## config.mk

```make
export PLATFORM = sky130hd
export DESIGN_NAME = rr_shared_reg_arbiter
export DESIGN_NICKNAME = d
export VERILOG_FILES = /design/src/rtl/rr_shared_reg_arbiter.sv
export SDC_FILE = /design/constraint.sdc
export NUM_CORES = 1
export LEC_CHECK = 0
export ABC_AREA = 1
export CORE_MARGIN = 8
export CORE_UTILIZATION = 41
export CTS_CLUSTER_DIAMETER = 60
export CTS_CLUSTER_SIZE = 16
export DETAILED_ROUTE_END_ITERATION = 6
export PLACE_DENSITY = 0.87
export SLEW_MARGIN = 5
export SYNTH_ARGS = -nofsm -noshare
export SYNTH_HDL_FRONTEND = slang
export SYNTH_SLANG_ARGS = --single-unit
```

## constraint.sdc

```tcl
create_clock -name CLK -period 1.9 [get_ports CLK]
set_input_delay 0.38 -clock CLK [delete_from_list [all_inputs] [get_ports CLK]]
set_output_delay 0.38 -clock CLK [all_outputs]
set_load 0.01 [all_outputs]
```

## src/rtl/rr_shared_reg_arbiter.sv

```systemverilog
// Round-robin arbiter in front of one shared WIDTH-bit output register.
// Grants are registered and one-hot; a burst limit rotates the grant under contention.
module rr_shared_reg_arbiter #(
    parameter int N        = 4,
    parameter int WIDTH    = 8,
    parameter int MAX_HOLD = 2
) (
    input  logic                   CLK,
    input  logic                   ASYNCRESETN,
    input  logic [N-1:0]           req,
    input  logic [N*WIDTH-1:0]     data,
    output logic [N-1:0]           gnt,
    output logic [WIDTH-1:0]       O,
    output logic                   O_valid,
    output logic [$clog2(N)-1:0]   O_src
);

    localparam int IW = $clog2(N);
    localparam int CW = $clog2(MAX_HOLD + 1);

    logic [IW-1:0]    ptr;
    logic [CW-1:0]    cnt;
    logic [IW-1:0]    holder;
    logic [WIDTH-1:0] hdata;
    logic             xfer;
    logic             at_limit;
    logic [N-1:0]     others;
    logic [IW-1:0]    win_all;
    logic [IW-1:0]    win_oth;

    // First set bit of mask, scanning upward from start with wrap-around.
    function automatic logic [IW-1:0] pick(input logic [N-1:0] mask, input logic [IW-1:0] start);
        logic [IW-1:0] sel;
        logic          found;
        int unsigned   j;
        sel   = '0;
        found = 1'b0;
        for (int unsigned k = 0; k < N; k++) begin
            j = (32'(start) + k) % N;
            if (!found && mask[IW'(j)]) begin
                found = 1'b1;
                sel   = IW'(j);
            end
        end
        return sel;
    endfunction

    function automatic logic [IW-1:0] next_ptr(input logic [IW-1:0] w);
        return (w == IW'(N - 1)) ? '0 : w + 1'b1;
    endfunction

    always_comb begin
        holder = '0;
        hdata  = '0;
        for (int unsigned i = 0; i < N; i++) begin
            if (gnt[i]) begin
                holder = IW'(i);
                hdata  = data[i*WIDTH +: WIDTH];
            end
        end
    end

    assign xfer     = |(gnt & req);
    assign at_limit = (cnt == CW'(MAX_HOLD - 1));
    assign others   = req & ~gnt;
    assign win_all  = pick(req, ptr);
    assign win_oth  = pick(others, ptr);

    always_ff @(posedge CLK or negedge ASYNCRESETN) begin
        if (!ASYNCRESETN) begin
            gnt     <= '0;
            O       <= '0;
            O_valid <= 1'b0;
            O_src   <= '0;
            ptr     <= '0;
            cnt     <= '0;
        end else begin
            O_valid <= xfer;
            if (xfer) begin
                O     <= hdata;
                O_src <= holder;
            end
            // No transfer covers both "no holder" and "holder dropped its request".
            if (!xfer) begin
                cnt <= '0;
                if (|req) begin
                    gnt <= N'(1) << win_all;
                    ptr <= next_ptr(win_all);
                end else begin
                    gnt <= '0;
                end
            end else if (at_limit) begin
                cnt <= '0;
                if (|others) begin
                    gnt <= N'(1) << win_oth;
                    ptr <= next_ptr(win_oth);
                end
            end else begin
                cnt <= cnt + 1'b1;
            end
        end
    end

    a_gnt_onehot0: assert property (@(posedge CLK) disable iff (!ASYNCRESETN)
        $onehot0(gnt));

    a_idle_grants: assert property (@(posedge CLK) disable iff (!ASYNCRESETN)
        (req != '0 && gnt == '0) |-> ##1 (gnt != '0));

    for (genvar i = 0; i < N; i++) begin : g_sva
        a_xfer_loads: assert property (@(posedge CLK) disable iff (!ASYNCRESETN)
            (gnt[i] && req[i]) |-> ##1 (O_valid && O_src == IW'(i)));

        a_gnt_had_req: assert property (@(posedge CLK) disable iff (!ASYNCRESETN)
            gnt[i] |-> $past(req[i]));
    end

endmodule

```

# Yosys cells after proc, flatten, opt, wreduce, memory -nomap -nowiden
# Cells that the tools add are included.
# op_classes
n_addsub,6
order_cmp,4
eq_ne,5
n_shift,2
mux,49
bitwise,3
reduce_logical,18
# ops
operator,n
two-way mux 2 bit,18
two-way mux 8 bit,4
binary-select mux 1 bit (select 2 bit),8
two-way mux 4 bit,4
two-way mux 1 bit,15
"less-than comparator 2 x 3 -> 1 bit, second input constant",4
OR reduction 4 bit,3
"adder 2 x 1 -> 2 bit, second input constant",4
AND 4 bit,2
"<< shifter 1 x 2 -> 4 bit, first input constant",2
logical AND 1 bit,6
zero test 1 bit,6
"adder 2 bit, second input constant",2
"== test 2 bit, second input constant",2
"inequality test 2 x 1 -> 1 bit, second input constant",2
NOT 4 bit,1
AND reduction 3 bit,1
"== test 2 x 1 -> 1 bit, second input constant",1
AND reduction 2 bit,1
nonzero test 2 bit,1
# totals
register_bits,19
input_bits,38
out_inout_bits,15
wordCells,93

# Longest topological paths before layout
# Gate-level depths: netlist of run 1.
# logic_depth
depth_word,19
ltp_mapped,18

# Worst setup path before layout of run 1
# No wires, ideal clock.
# synth_path
path_kind,register to register
start,register ptr[0]
end,register ptr[1]
setup_time_ps,127
t_arrival_ps,1774
path_slack_ps,-2
path_stages_with_launch,16
n_path_buf,2
path_cell_list,dfrtp_1 -> clkbuf_8 -> buf_6 -> o21ai_0 -> nand2_1 -> nand2_2 -> nand2_1 -> nand2_1 -> nand2_1 -> nand2_1 -> nand2_2 -> ha_1 -> nand2_1 -> nand2_1 -> nand2_1 -> o21ai_0
# synth_via
elab_chain_cells,17
word_cells_on_any_way,55
cone_classes,add/sub (5); eq/ne (2); mux (36); reduce/logical (12)
# synth_lines
item,line,rtl
"start, declared",21,logic [IW-1:0] ptr;
"start signal, assigned",88,ptr <= next_ptr(win_all);
"start signal, assigned",96,ptr <= next_ptr(win_oth);
"parallel branches: the longest is 16 deep, another holds adder 2 x 1 -> 2 bit",n/a,
two-way mux 2 bit *,84,if (!xfer) begin
# Mark *: on every way between the ends. The select of a mux whose other input is x is not followed.
# A chain may end at the register's enable or synchronous reset.

# Worst setup path after layout of run 1
# layout_path
start,register ptr[0]
end,register gnt[2]
# layout_via
elab_chain_cells,16
word_cells_on_any_way,51
cone_classes,add/sub (3); shift (2); mux (34); reduce/logical (12)
# layout_lines
item,line,rtl
"parallel branches: the longest is 15 deep, another holds adder 2 x 1 -> 2 bit",n/a,
two-way mux 4 bit *,84,
"end signal, assigned",87,gnt <= N'(1) << win_all;
"end signal, assigned",95,gnt <= N'(1) << win_oth;
"end, declared",12,"output logic [N-1:0] gnt,"
# Marked as above.

==> results of run 1 <==
-- final timing paths --
path                           end   startpoint
setup reg to reg            gnt[2]       ptr[0]
setup / recovery            gnt[2]       ptr[0]
min in group asynchronous  O_valid  ASYNCRESETN
hold / removal              cnt[0]       cnt[0]
hold reg to reg             cnt[0]       cnt[0]
max in group asynchronous   ptr[1]  ASYNCRESETN
-- metrics by stage --
step | hold slack [ps] | util, %
2_1_floorplan | 84.4 | -
3_3_place_gp | 413 | 64.3
3_5_place_dp | 414 | 64.3
4_1_cts | 423 | 67.7
5_1_grt | 454 | 74.7
6_report | 421 | 74.7
-- state kept, by name, summed over array words and instances (netlist names) --
signal / flops
ptr: 2
O_src: 2
O: 8
O_valid: 1
cnt: 2
gnt: 4
-- cell usage after synthesis --
library cell / instances
a21boi_0: 1
a21oi_1: 8
a22o_1: 8
a31oi_1: 10
buf_2: 2
buf_6: 3
clkbuf_1: 1
clkbuf_8: 1
dfrtp_1: 19
ha_1: 8
inv_1: 13
inv_2: 5
nand2_1: 79
nand2_2: 5
nand3_1: 19
nand4_1: 4
nor2_1: 16
nor2_2: 2
nor4_2: 1
o2111ai_1: 1
o211ai_1: 1
o21a_1: 1
o21ai_0: 10
o221ai_1: 1
o22ai_1: 2
xnor2_2: 1
xor2_2: 1
-- metal layers --
metal	vias up	GRT usage, %	wire, µm
met5	-	0	0
met4	0	6.42	243
met3	26	4.38	507
met2	110	30.0	3260
met1	981	20.8	2520
li1	936	-	-
-- logic make-up after synthesis --
logic type / count (synthesis) / share of synthesized area [%]
AND/OR/NAND/NOR: 126 / 34.5
AO/OA/AOI/OAI: 43 / 17.8
flip-flops: 19 / 30.8
adder cells (fa/ha/maj): 8 / 6.48
buffers and inverters: 25 / 8.34
XOR/XNOR: 2 / 2.11
-- worst reg2reg max path, delay by kind of cell, from the launching register on --
kind,cells,cell delay [ps]
adders and majority gates,1,190
buffers and inverters,4,410
and+or+nand+nor,9,890
AOI/OAI and AO/OA,1,70
DFF,1,450
-- area by class of cell --
cell class	instances	area (µm²)	share of cell area, %
timing repair buffer	93	870	32.1
clock inverter	1	5.00	0.185
multi-input combinational	179	1180	43.6
tap	48	60.1	2.21
inverter	18	75.1	2.77
clock buffer	3	41.3	1.52
sequential	19	478	17.6
-- timing repair --
item / in CTS / in global routing
pin swaps: 6 / 24
setup buffers: 1 / 6
endpoints found under the setup margin: 5 / 5
gates cloned: 0 / 1
gates resized for setup: 26 / 44
-- report_power, final --
| part | total, mW | switching, mW | internal [mW] |
|---|---|---|---|
| clock | 0.277 | 0.132 | 0.146 |
| sequential | 0.752 | 0.145 | 0.607 |
| combinational | 4.45 | 2.46 | 1.98 |
| total | 5.48 | 2.74 | 2.73 |
==> metrics, run 1 <==
DRC viols=0; fin cells=roughly 360; clock slew seen by the registers of the worst setup and hold paths=approximately 70 ps; Routed Antenna Nets=0; WL final=6530 µm; Bufs and invs on worst path=4; power per cell area=between 2000 and 2500 mW/mm²; cell area after synthesis=approximately 0.0015 mm²; root buffer cell=clkbuf_8; critical path launch point type=flop; post-synthesis area per instance=between 6 and 7 µm²; Slew HR=77.3%; die height=77.4 µm; cell mode on critical path=nand2_1; FF-to-FF setup slack=-210 ps; grt ovf=0; DR vias=~2000; crit path kind=flop to flop; Power, Total=5.48 mW; data required time of the critical path=between 2000 and 2500 ps; status=finished with violations; Post-Place Cells=349; Sum Neg Setup Slack=-1000 ps; CTS Sinks=19; CTS tree=built; share of post-route cells with drive strength above 1=between 30% and 40%; sequential element share of the synthesized area=just over 30%; DP Area=between 0.002 and 0.0025 mm²; RSZ-0062 raised after global routing=true; GRT Total Usage=between 15 and 20%; crit-path max cell delay=between 400 and 500 ps; CP Depth=15; H-tree depth=1; violated checks=setup timing; cts hold-fix bufs=0; CP delay by family, top=simple AND/OR/NAND/NOR gates; most frequent cells in the layout=nand2_1 (62), clkdlybuf4s50_1 (48), buf_4 (37), nand2_2 (18), dfrtp_1 (17); initial drt markers=~200; clk_lat worst skew=around 250 ps; min Tclk post-route=around 2100 ps; Synth Register Bits=19; R2R depth=15; CP Capture Type=flop; Hold/Removal Path Class=flop to flop; CP Max Fanout=8; ant diodes=0; Final Instance Area=0.00271 mm²; Fin. Hold Viols=0; core area=around 0.0036 mm²; commonest non-fill, non-tap cell in the layout=nand2_1; final setup vio count=6; top cells by area, synth=dfrtp_1 (31%), nand2_1 (19%), ha_1 (6.5%); leakage=between 1 and 1.5 nW; worst vdd ir=1.28 mV; total CTS buffers=3; hold depth=1; Final period util=111%; Critical Path AT=2250 ps; skew final=approximately 1.2 ps; Post-DP HPWL=around 4100 µm; post-DR vias/cell=5.69; area leader, netlist=dfrtp_1; antenna violations before repair=0; Die X=just under 80 µm; Pre-Repair DR Iteration Count=4; share of the synthesized area in the top cell type=30.8%; vias in the first global route=~1900; CP max-delay cell=dfrtp_2; clock tree buffer depth=2; IO Port Bufs=52; first-pass GRT wire length=8760 µm; Synth Warn #=0; Initial Utilization=between 40 and 50%; GP Congestion=roughly 0.89; largest net degree at the start of global routing=20; Avg WL per Cell=18.1 µm; Mapped Cells=about 220; Area Growth Syn to Fin=75.5%; max-slew violation count=0; Syn Nets=around 270; Post-Place Worst Slack=-571 ps; row count=22; fmax=around 470 MHz; worst slew pin tran=around 340 ps; Die Footprint=0.00599 mm²; Fillers=between 200 and 250; crit path cell chain=buf_12 -> inv_4 -> nand3_2 -> nand2_2 -> buf_4 -> nand2_1 -> nand2_1 -> nand4_1 -> nand2_4 -> inv_2 -> ha_1 -> nand2_1 -> nand2_1 -> nand2_1 -> o21ai_1; number of nets in the layout=360; I/O pins=53; max-cap violation count=0; Unique masters post-synth=27; Final WS setup=-212 ps
(Power assumes the default switching activity.)
==> run 2, diff against run 1 <==
--- a/config.mk
+++ b/config.mk
@@ -5,9 +5,8 @@
 export SDC_FILE = /design/constraint.sdc
 export NUM_CORES = 1
 export LEC_CHECK = 0
-export ABC_AREA = 1
 export CORE_MARGIN = 8
-export CORE_UTILIZATION = 41
+export CORE_UTILIZATION = 39
 export CTS_CLUSTER_DIAMETER = 60
 export CTS_CLUSTER_SIZE = 16
 export DETAILED_ROUTE_END_ITERATION = 6
==> run 2 against run 1 <==
The run now ends clean. Via count is 37% lower. Combinational power is 54% lower. Cell area is 24% lower. Register-to-register slack better by 270 ps. Sequential power hardly changed. Worst hold slack worse by 30 ps. Utilization is 12 points lower. Clock-buffer cell count is 1 higher. Critical path type is now input port to flop.
==> metrics, run 2 <==
busiest layer in global routing=met2; status=completed; Avg WL per Cell=approximately 16 µm; row count=21; Routed Antenna Nets=0; CTS tree=built; clock tree buffer depth=2; Clock power frac=between 6 and 7%; cell area after synthesis=about 0.0013 mm²; CP Capture Type=flop; top cells by area, synth=dfrtp_1 (36%), a22oi_1 (10%), ha_1 (7.6%); leakage=approximately 0.86 nW; cts hold-fix bufs=0; Hold/Removal Path Class=input port to async pin; fmax=about 540 MHz; cell with the most instances after synthesis=dfrtp_1; Pint=roughly 1.8 mW; Post-synth EDFFs=0; met1 Usage GRT=about 17%; final setup vio count=0; Synth Register Bits=19; capturing point of the worst reg2reg path=ptr[1]; worst vdd ir=~0.70 mV; synth cell count leaders=dfrtp_1 (19), a22oi_1 (18), a21oi_1 (14); Post-DP HPWL=just over 3000 µm; first-pass GRT wire length=6460 µm; Largest register FFs=8; GP Congestion=0.872; share of the synthesized area in the top cell type=36.3%; number of nets in the layout=~250; DR vias=1297; DRC viols=0; die height=about 74 µm; combinational power share=approximately 68%; GRT Total Usage=15.4%; Post-Place Worst Slack=-318 ps; CP Max Fanout=4; Area Growth Syn to Fin=57.7%; Pre-Repair DR Iteration Count=4; share of post-route cells with drive strength above 1=between 10% and 20%; most frequent cells in the layout=clkdlybuf4s50_1 (51), buf_4 (20), dfrtp_1 (19), a22oi_1 (18), a21oi_1 (13); Final WS setup=between 40 and 50 ps; Syn Nets=179; Die Footprint=0.00547 mm²; critical path launch point type=input port; WL final=just under 4000 µm; vias in the first global route=approximately 1300; data required time of the critical path=around 2100 ps; clock slew seen by the registers of the worst setup and hold paths=approximately 100 ps; Fin. Hold Viols=0; min Tclk post-route=between 1500 and 2000 ps; root buffer cell=clkbuf_4; CTS Sinks=19; skew final=between 0.7 and 0.8 ps; sequential element share of the synthesized area=between 30% and 40%; largest register by flop count=O; ant diodes=0; worst slew pin tran=approximately 320 ps; post-DR vias/cell=about 5.3; Power, Total=3.02 mW; commonest non-fill, non-tap cell in the layout=clkdlybuf4s50_1; max-cap violation count=0; Seq pwr share=approximately a quarter; clk_lat worst skew=approximately 300 ps; Die X=73.9 µm; FF-to-FF Start=gnt[0]; asr flop ratio synth=between 90% and 100%; Mapped Cells=between 100 and 150; GRT met2 Usage=between 20% and 30%; Sw Ratio=41.5%; DP Area=0.00202 mm²; I/O pins=53; Unique masters post-synth=36; crit path kind=input port to flop; grt ovf=0; max-slew violation count=0; largest net degree at the start of global routing=31; H-tree depth=1; power per cell area=1460 mW/mm²; total CTS buffers=3; initial drt markers=83; core area=0.00328 mm²; Setup Fix Bufs, Post-CTS=0; R2R depth=7; Final period util=between 90% and 100%; IO Port Bufs=52; GR Util met3=4.45%; post-cts sizing count=0; Final Instance Area=just over 0.002 mm²; Critical Path AT=2050 ps; Slew HR=slightly below 80%; post-synthesis area per instance=around 9.8 µm²; Initial Utilization=about 40%; Synth Warn #=0; area leader, netlist=dfrtp_1; FF-to-FF setup slack=about 60 ps; Main synth FF type=dfrtp_1; sw power=around 1.3 mW; Top Registers=O (8), gnt (4); antenna violations before repair=0
## run 2: cell count changes in the layout (fill, tap and decap cells not counted), moves of 6 or more
cell and delta:
nand2_1 -59, a22oi_1 +18, nand2_2 -18, buf_4 -17, a31oi_1 -10, nand3_1 -10
nor2_1 -10, a22o_1 -8, o21a_1 +8, inv_1 -7, o211ai_1 +7, nand3_2 -6
## run 2: power by group through the flow
stage | combinational (mW) | sequential, mW | clock (mW)
global placement | 1.96 | 0.754 | 0
finish | 2.05 | 0.754 | 0.209
global route | 2.24 | 0.784 | 0.237
detailed placement | 2.01 | 0.760 | 0
floorplan | 1.06 | 0.823 | 0
CTS | 2.02 | 0.751 | 0.218
## run 2: worst max path at each step
stage | cells past startpoint | endpoint | slack, ps | start
2_1_floorplan | 7 | ptr[1] | 60 | gnt[0]
3_3_place_gp | 8 | gnt[0] | -270 | req[1]
5_1_grt | 9 | ptr[1] | -50 | req[2]
4_1_cts | 9 | ptr[1] | 10 | req[0]
6_report | 7 | gnt[1] | 50 | req[1]
3_5_place_dp | 9 | ptr[1] | -320 | req[0]
## run 2: metrics by stage
stage               hold WS (ps)  instances  TNS (ps)  utilization (%)
global placement             421        243     -1730             61.4
CTS                          386        247         0             62.2
global route                 396        247     -73.0             62.9
detailed placement           428        243     -2190             61.4
floorplan                   84.4        133         0                -
finish                       390        247         0             62.9
## run 2: routing by layer
metal,routed length (µm),share of wire (%)
met1,1580,40
met5,0,0
met2,2120,54
met4,74,1.9
met3,176,4.4
## run 2: cells by family after synthesis
logic type                 Yosys count  share of synthesized area, %
buffers and inverters               14                          4.59
adders and majority gates            8                          7.65
and+or+nand+nor                     27                          13.5
AOI/OAI and AO/OA                   58                          32.1
DFF                                 19                          36.3
muxes                                7                          5.83
## run 2: cell type report
| type | instances | area, µm² |
|---|---|---|
| clock buffer | 4 | 26.3 |
| fill | 262 | 1220 |
| inverter | 5 | 18.8 |
| multi-input combinational | 100 | 793 |
| sequential | 19 | 475 |
| tap | 46 | 57.6 |
| timing repair buffer | 73 | 693 |
## run 2: worst max-delay path: stages
cell and delay (ps):
clkdlybuf4s50_1 500, or2b_4 300, buf_4 150, a41oi_4 220, buf_4 180, mux2i_1 220
a21oi_1 100
